$ cat config.mk
export PLATFORM = sky130hd
export DESIGN_NAME = maxpool_relu
export DESIGN_NICKNAME = d
export VERILOG_FILES = /design/src/rtl/cnn_pkg.sv /design/src/rtl/maxpool_relu_ch.sv /design/src/rtl/maxpool_relu.sv
export SDC_FILE = /design/constraint.sdc
export NUM_CORES = 1
export LEC_CHECK = 0
export CAP_MARGIN = 20
export CORE_ASPECT_RATIO = 0.9
export CORE_MARGIN = 4
export CORE_UTILIZATION = 45
export CTS_BUF_LIST = sky130_fd_sc_hd__clkbuf_16
export DETAILED_ROUTE_END_ITERATION = 12
export HOLD_SLACK_MARGIN = 0.12
export PLACE_DENSITY = 0.68
export SETUP_SLACK_MARGIN = 0.4
export SLEW_MARGIN = 20
export SYNTH_ARGS = -nofsm -noshare
export SYNTH_HDL_FRONTEND = slang
export SYNTH_SLANG_ARGS = --single-unit
export TNS_END_PERCENT = 20
$ cat constraint.sdc
create_clock -name clk -period 4.6 [get_ports clk]
set_input_delay 0.92 -clock clk [delete_from_list [all_inputs] [get_ports clk]]
set_output_delay 0.92 -clock clk [all_outputs]
set_load 0.02 [all_outputs]
$ cat src/rtl/cnn_pkg.sv
// Shared CNN dimensions: conv1 feature maps, pooled maps and sample width.
// conv2 consumes the same constants so the layers stay in step.
package cnn_pkg;
  localparam int CONV_BIT = 12;
  localparam int CONV1_W  = 24;
  localparam int CONV1_H  = 24;
  localparam int POOL_W   = 12;
  localparam int POOL_H   = 12;
  localparam int NUM_CH   = 3;
endpackage

$ cat src/rtl/maxpool_relu_ch.sv
// One channel of the 2x2 max-pool + ReLU: pair register, half-line buffer,
// signed comparators and the registered rectified output.
module maxpool_relu_ch #(
  parameter int CONV_BIT = cnn_pkg::CONV_BIT,
  parameter int IN_WIDTH = cnn_pkg::CONV1_W,
  parameter int IDX_W    = $clog2(IN_WIDTH / 2)
) (
  input  logic                       clk,
  input  logic                       rst_n,
  input  logic signed [CONV_BIT-1:0] pixel,
  input  logic                       pair_load,
  input  logic                       buf_write,
  input  logic                       pool_fire,
  input  logic        [IDX_W-1:0]    idx,
  output logic signed [CONV_BIT-1:0] max_value
);

  function automatic logic signed [CONV_BIT-1:0] smax(
    input logic signed [CONV_BIT-1:0] a,
    input logic signed [CONV_BIT-1:0] b
  );
    return (a > b) ? a : b;
  endfunction

  function automatic logic signed [CONV_BIT-1:0] relu(
    input logic signed [CONV_BIT-1:0] x
  );
    return (x > 0) ? x : '0;
  endfunction

  logic signed [CONV_BIT-1:0] pair_p0;
  logic signed [CONV_BIT-1:0] h_p0;
  logic signed [CONV_BIT-1:0] m_p0;
  logic signed [CONV_BIT-1:0] line_buf [IN_WIDTH/2];

  // stage p0: horizontal max of the pair, then vertical max against the stored row
  assign h_p0 = smax(pair_p0, pixel);
  assign m_p0 = relu(smax(line_buf[idx], h_p0));

  always_ff @(posedge clk or negedge rst_n) begin
    if (!rst_n) begin
      pair_p0   <= '0;
      max_value <= '0;
      for (int i = 0; i < IN_WIDTH / 2; i++) line_buf[i] <= '0;
    end else begin
      if (pair_load) pair_p0 <= pixel;
      if (buf_write) line_buf[idx] <= h_p0;
      if (pool_fire) max_value <= m_p0;
    end
  end

endmodule

$ cat src/rtl/maxpool_relu.sv
// Streaming 2x2 max-pool + ReLU over three conv1 channels in raster order.
// Shared column/row counters decode the strobes that drive each channel slice.
module maxpool_relu #(
  parameter int CONV_BIT  = cnn_pkg::CONV_BIT,
  parameter int IN_WIDTH  = cnn_pkg::CONV1_W,
  parameter int IN_HEIGHT = cnn_pkg::CONV1_H
) (
  input  logic                       clk,
  input  logic                       rst_n,
  input  logic                       valid_in,
  input  logic signed [CONV_BIT-1:0] conv_out_1,
  input  logic signed [CONV_BIT-1:0] conv_out_2,
  input  logic signed [CONV_BIT-1:0] conv_out_3,
  output logic signed [CONV_BIT-1:0] max_value_1,
  output logic signed [CONV_BIT-1:0] max_value_2,
  output logic signed [CONV_BIT-1:0] max_value_3,
  output logic                       valid_out_relu
);
  import cnn_pkg::*;

  localparam int COL_W = $clog2(IN_WIDTH);
  localparam int ROW_W = $clog2(IN_HEIGHT);
  localparam logic [COL_W-1:0] LAST_COL = COL_W'(IN_WIDTH - 1);
  localparam logic [ROW_W-1:0] LAST_ROW = ROW_W'(IN_HEIGHT - 1);

  logic [COL_W-1:0] col;
  logic [ROW_W-1:0] row;
  logic             pair_load;
  logic             buf_write;
  logic             pool_fire;

  logic signed [CONV_BIT-1:0] pix [NUM_CH];
  logic signed [CONV_BIT-1:0] res [NUM_CH];

  // Column parity selects pair vs. compare; row parity selects store vs. emit.
  assign pair_load = valid_in & ~col[0];
  assign buf_write = valid_in &  col[0] & ~row[0];
  assign pool_fire = valid_in &  col[0] &  row[0];

  always_ff @(posedge clk or negedge rst_n) begin
    if (!rst_n) begin
      col            <= '0;
      row            <= '0;
      valid_out_relu <= 1'b0;
    end else begin
      valid_out_relu <= pool_fire;
      if (valid_in) begin
        if (col == LAST_COL) begin
          col <= '0;
          row <= (row == LAST_ROW) ? '0 : row + ROW_W'(1);
        end else begin
          col <= col + COL_W'(1);
        end
      end
    end
  end

  assign pix[0] = conv_out_1;
  assign pix[1] = conv_out_2;
  assign pix[2] = conv_out_3;

  for (genvar g = 0; g < NUM_CH; g++) begin : g_ch
    maxpool_relu_ch #(
      .CONV_BIT (CONV_BIT),
      .IN_WIDTH (IN_WIDTH)
    ) u_ch (
      .clk       (clk),
      .rst_n     (rst_n),
      .pixel     (pix[g]),
      .pair_load (pair_load),
      .buf_write (buf_write),
      .pool_fire (pool_fire),
      .idx       (col[COL_W-1:1]),
      .max_value (res[g])
    );
  end

  assign max_value_1 = res[0];
  assign max_value_2 = res[1];
  assign max_value_3 = res[2];

endmodule

* Word-level counts from Yosys, hierarchy flattened
Cells that the tools add are included.
Storage, ports and cells: flip-flop bits (word level) 515, bits in latches 0, bits in writable memories 0, memory bits (read-only) 0, bits of input ports 39, logic and storage cells 94, memories kept 0
Operators by class: add/sub/neg operators 2, multipliers 0, div/mod/pow operators 0, order comparisons 11, equal/unequal tests 2, shift-type cells 0, multiplexer cells 25, bitwise gates (word level) 7, reductions and logical operators 2
Operators by type and width (count):
- 144-bit bitwise mux | 3
- 12-bit two-way mux | 16
- 12-bit binary-select mux with 4-bit select | 3
- 12-bit greater-than comparator | 6
- 12-bit demux with 4-bit select | 1
- 12-bit by 1-bit greater-than comparator with 1-bit output, second input constant | 3
- 5-bit by 1-bit adder with 5-bit output, second input constant | 2
- 5-bit equality test, second input constant | 2
- 5-bit two-way mux | 2
- 5-bit greater-or-equal comparator, second input constant | 1
- 5-bit by 1-bit less-than comparator with 1-bit output, second input constant | 1
- 4-bit inverter with 5-bit output | 1
- 1-bit bitwise AND | 4
- 1-bit inverter | 2
- 2-bit AND reduction | 1
- 1-bit logical AND | 1

* Depth between registers and ports, before layout
depth in word-level cells 8, mapped depth 19, depth with buffers taken out 17

* Cells and area by module
A second synthesis with hierarchy kept.
Unflattened totals: cell total of the unflattened synthesis 2249, area, all modules 25563.3 µm²
Modules (own cells, without submodules):
- maxpool_relu_ch (g_ch[2].u_ch) | instances 1, cells each 667, area each 8702.1 µm², sequential area each 4204.0 µm²
- maxpool_relu_ch (g_ch[0].u_ch) | instances 1, cells each 765, area each 8232.9 µm², sequential area each 4204.0 µm²
- maxpool_relu_ch (g_ch[1].u_ch) | instances 1, cells each 766, area each 8082.8 µm², sequential area each 4204.0 µm²
- maxpool_relu | instances 1, cells each 51, area each 545.5 µm², sequential area each 275.3 µm²

* Worst setup path after synthesis
Ideal clock, no wire load.
path kind input to register, start point input port conv_out_1[5], end point register g_ch[0].u_ch.max_value[1], library setup time 0.142 ns, arrival time 4.475 ns, data required time 4.458 ns, slack -0.017 ns, cell stages on the path 17, buffers on the path 1, cells stage by stage inv_1 ha_1 a21o_1 a221o_1 a221oi_2 nand3_2 nand3_2 mux2i_1 buf_2 ha_1 nor2b_1 o21a_1 o21a_1 o21ai_0 a21o_1 and2_1 a221oi_2
Between the ends: cells in the longest elaborated chain, start to end 6
Ends and longest elaborated chain:
- start: declaration | line maxpool_relu.sv:11 | input logic signed [CONV_BIT-1:0] conv_out_1,
- 12-bit greater-than comparator | line maxpool_relu_ch.sv:22 | return (a > b) ? a : b;
- 12-bit two-way mux (*) | line maxpool_relu_ch.sv:22
- 12-bit greater-than comparator | line maxpool_relu_ch.sv:22
- 12-bit two-way mux (*) | line maxpool_relu_ch.sv:22
- 12-bit by 1-bit greater-than comparator with 1-bit output | line maxpool_relu_ch.sv:28 | return (x > 0) ? x : '0;
- 12-bit two-way mux (*) | line maxpool_relu_ch.sv:28
- end signal: assignment | line maxpool_relu_ch.sv:48 | if (pool_fire) max_value <= m_p0;
- end: declaration | line maxpool_relu_ch.sv:15 | output logic signed [CONV_BIT-1:0] max_value
Every way passes the cells marked *; elsewhere a longest branch is shown, timed or not. A chain may end at the register's enable or synchronous reset.

* Worst setup path after layout
start point input port conv_out_3[1], end point register g_ch[2].u_ch.max_value[4]
Between the ends: cells in the longest elaborated chain, start to end 6
Ends and longest elaborated chain:
- start: declaration | line maxpool_relu.sv:13 | input logic signed [CONV_BIT-1:0] conv_out_3,
- 12-bit greater-than comparator | line maxpool_relu_ch.sv:22
- 12-bit two-way mux (*) | line maxpool_relu_ch.sv:22
- 12-bit greater-than comparator | line maxpool_relu_ch.sv:22
- 12-bit two-way mux (*) | line maxpool_relu_ch.sv:22
- 12-bit by 1-bit greater-than comparator with 1-bit output | line maxpool_relu_ch.sv:28
- 12-bit two-way mux (*) | line maxpool_relu_ch.sv:28
- end signal: assignment | line maxpool_relu_ch.sv:48
- end: declaration | line maxpool_relu_ch.sv:15
Marked as above.

==> flow_summary_export.csv <==
group,metric,value,unit
logic_synthesis,synth_area_leaders,"dfrtp_1 52%, mux4_2 9.8%, nand2_1 6.9%",
sta,drv_slew,0,
logic_synthesis,netlist_instances,2335,
worst_setup_path,r2r_cells,16,
cts,clk_pin_slew_worst_paths,60,ps
floorplan,rows,81,
detailed_routing,drt_iter0_markers,1429,
cts,clock_latency,620,ps
detailed_routing,antenna_left,0,
worst_setup_path,cp_slowest_cell,"clkdlybuf4s50_1",
detailed_routing,vias,18415,
cts,cts.sinks,515,
logic_synthesis,ys_ff_latch,515,
power_and_ir_drop,seqPwrFrac,0.337,
sta,fin_crit,4150,ps
grt,track_usage,0.220,
place,place_hpwl,39900,um
logic_synthesis,synth_fp_nets,2448,
logic_synthesis,synth_top_area_frac,0.522,
place,gp_congestion,0.887,
cts,cts_hold_buffers,0,
sta,timing.fmax,241,MHz
detailed_routing,viasPerCell,5.71,
logic_synthesis,synthAdderAreaFrac,0.0375,
grt,grt_pass1_wl,104000,um
cts,clock_path_buffers,3,
sta,relSlewSlack,0.422,
worst_setup_path,worstSetupEndpointType,"flip-flop",
floorplan,coreArea,54300,um^2
logic_synthesis,synth_xor_area_frac,0.000710,
logic_synthesis,yosysTopAreaCell,"dfrtp_1",
floorplan,io_pins,76,
grt,grt_antenna_before_repair,0,
run_status,status,"finished clean",
sta,rsz0062_at_grt,"yes",
grt,grt_pass1_vias,19070,
worst_setup_path,arrival,4620,ps
logic_synthesis,synth_top_family_by_area,"compound AO/OA/AOI/OAI gates",
power_and_ir_drop,power_per_cell_area,733,nW/um^2
power_and_ir_drop,clkPwrFrac,0.210,
cells_and_area,drive_gt1_frac,0.238,
worst_setup_path,crit_family,"buffers and inverters",
logic_synthesis,syn_area_per_cell,10.6,um^2
floorplan,die_h,230,um
logic_synthesis,synth-edff-count,0,
power_and_ir_drop,worst_ir_drop_vdd,0.000351,V
sta,setup_viol,0,
cells_and_area,final_common_cell,"dfrtp_1",
logic_synthesis,ys_types,75,
worst_setup_path,start_kind,"primary input",
worst_setup_path,crit_type,"in2reg",
cts,cts_root_buffer,"clkbuf_16",
worst_setup_path,reg2reg_slack,660,ps
floorplan,die_w,255,um
sta,worstMarginPinSlew,867,ps
logic_synthesis,muxShareOfSynthArea,0.136,
cells_and_area,layout_common_cells,"512 x dfrtp_1, 444 x nand2_1, 279 x o21ai_0, 167 x buf_4, 153 x o21ai_1",
cells_and_area,area_growth,21.9,%
worst_setup_path,crit_path_max_fanout,9,
place,place_inst,3098,
detailed_routing,finalWirelength,64800,um
worst_setup_path,timing.rr.start,"g_ch[0].u_ch.pair_p0[6]",
logic_synthesis,ys_seq_area_frac,0.522,
sta,fin_crit_sh,0.902,
sta,hold_violations,0,
power_and_ir_drop,leakage,13.5,nW
detailed_routing,drt_pass1_iterations,5,
worst_setup_path,worst_ep_required_time,5070,ps
worst_setup_path,cp_num_buf_inv,6,
logic_synthesis,synth-main-ff-cell,"dfrtp_1",
detailed_routing,routedWlPerCell,20.1,um
hold_path,hold_class,"in2async",
grt,grt_overflow_total,0,
logic_synthesis,ys_async_sr_fraction,1.00,
power_and_ir_drop,swShare,0.372,
sta,tns,0,ps
logic_synthesis,yosysWarnings,0,
logic_synthesis,synth_compound_area_frac,0.148,
cells_and_area,finalNonFillerCells,3225,
floorplan,die_area,58700,um^2
floorplan,start_util,0.454,
cells_and_area,nets,2589,
worst_setup_path,cp_common_cell,"buf_4",
power_and_ir_drop,p_int,13.8,mW
cells_and_area,diodes,0,
grt,grt_max_degree,103,
logic_synthesis,synth-simple-area-share,0.111,
cts,htreeDepth,2,
job,maxCapViolCount,0,
detailed_routing,drc,0,
sta,skew,42.1,ps
cts,cts_tree,"yes",
worst_setup_path,r2r-end,"g_ch[0].u_ch.max_value[9]",
cts,cts_buffers,54,
worst_setup_path,slowest_delay,490,ps
power_and_ir_drop,power_switching,8.21,mW
worst_setup_path,cp_cell_sequence,"clkdlybuf4s50_1 > inv_1 > ha_1 > nor2b_2 > o2111ai_2 > a211oi_2 > o21ai_2 > buf_4 > buf_4 > mux2i_4 > ha_4 > and4_1 > nand3_2 > a21oi_2 > nand2_1 > a31oi_2 > buf_6 > buf_8 > mux2i_1 > o31ai_2",
place,port_buffers,75,
logic_synthesis,syn_area,24700,um^2
power_and_ir_drop,p_comb_frac,0.453,
metrics by stage:
step | util | hold slack, ps | total power [mW] | instance area (um^2) | worst slack, ps
after floorplan | - | 445 | 13.1 | 24800 | 342
after global placement | 0.499 | 456 | 15.6 | 27100 | -353
after detailed placement | 0.499 | 465 | 16.0 | 27100 | -399
after CTS | 0.538 | 374 | 21.0 | 29200 | 389
after global routing | 0.554 | 426 | 23.5 | 30100 | 267
final | 0.554 | 361 | 22.0 | 30100 | 449
cell usage after synthesis, drive strengths merged (7+ instances only):
cell type,count
dfrtp,515
nand2,457
o21ai,434
nor2,124
a21oi,110
clkbuf,107
mux4,107
buf,78
ha,74
inv,66
mux2i,58
mux2,32
nand4,16
a21o,15
o31ai,13
a221oi,12
a31oi,12
nand3,12
and2,8
and4,8
o2111ai,8
nor2b,7
power groups by stage:
| stage | sequential [mW] | clock (mW) | combinational [mW] |
|---|---|---|---|
| after floorplan | 7.18 | 0 | 5.89 |
| after global placement | 7.39 | 0 | 8.21 |
| after detailed placement | 7.52 | 0 | 8.48 |
| after CTS | 7.45 | 4.72 | 8.85 |
| after global routing | 7.65 | 4.93 | 10.9 |
| final | 7.43 | 4.63 | 9.98 |
cell type report:
class | count | area, um^2
Fill cell | 4435 | 24200
Sequential cell | 515 | 12900
Multi-Input combinational cell | 1569 | 11600
Timing Repair Buffer | 269 | 2520
Clock buffer | 56 | 1400
Tap cell | 705 | 882
Clock inverter | 44 | 490
Inverter | 67 | 265
how the worst max path moves through the flow:
stage,start,end,slack [ps],cells after the start
floorplan,conv_out_2[11],g_ch[1].u_ch.max_value[2],340,19
global placement,conv_out_3[3],g_ch[2].u_ch.max_value[0],-350,18
detailed placement,conv_out_3[3],g_ch[2].u_ch.max_value[0],-400,18
CTS,conv_out_3[3],g_ch[2].u_ch.max_value[6],390,19
global route,conv_out_3[1],g_ch[2].u_ch.max_value[4],270,20
finish,conv_out_3[1],g_ch[2].u_ch.max_value[4],450,20
cells by family (layout without fill, tap and decap cells):
| kind of cell | count (synthesis) | after routing |
|---|---|---|
| xor+xnor | 2 | 2 |
| mux | 197 | 197 |
| flops | 515 | 515 |
| compound gates | 640 | 641 |
| buf+inv | 252 | 436 |
| fa+ha+maj | 74 | 74 |
| simple gates | 655 | 655 |
per-layer routing:
| metal | GRT usage | routed length (um) | vias up |
|---|---|---|---|
| met5 | 0 | 0 | - |
| met4 | 0.0791 | 2000 | 0 |
| met3 | 0.0364 | 3200 | 124 |
| met2 | 0.363 | 32100 | 470 |
| met1 | 0.295 | 27500 | 9295 |
| li1 | - | - | 8526 |
registers in the layout, indices dropped and copies added, names as in the netlist:
name,cells
g_ch.u_ch.line_buf,432
row,5
col,5
valid_out_relu,1
g_ch.u_ch.pair_p0,36
g_ch.u_ch.max_value,36
timing repair:
item	in CTS	in global routing
setup endpoints to repair	32	33
gates resized for setup	35	140
pin swaps	20	48
buffers inserted	11	14
cloned	0	1
No activity file was read; power rests on OpenSTA's default activity.
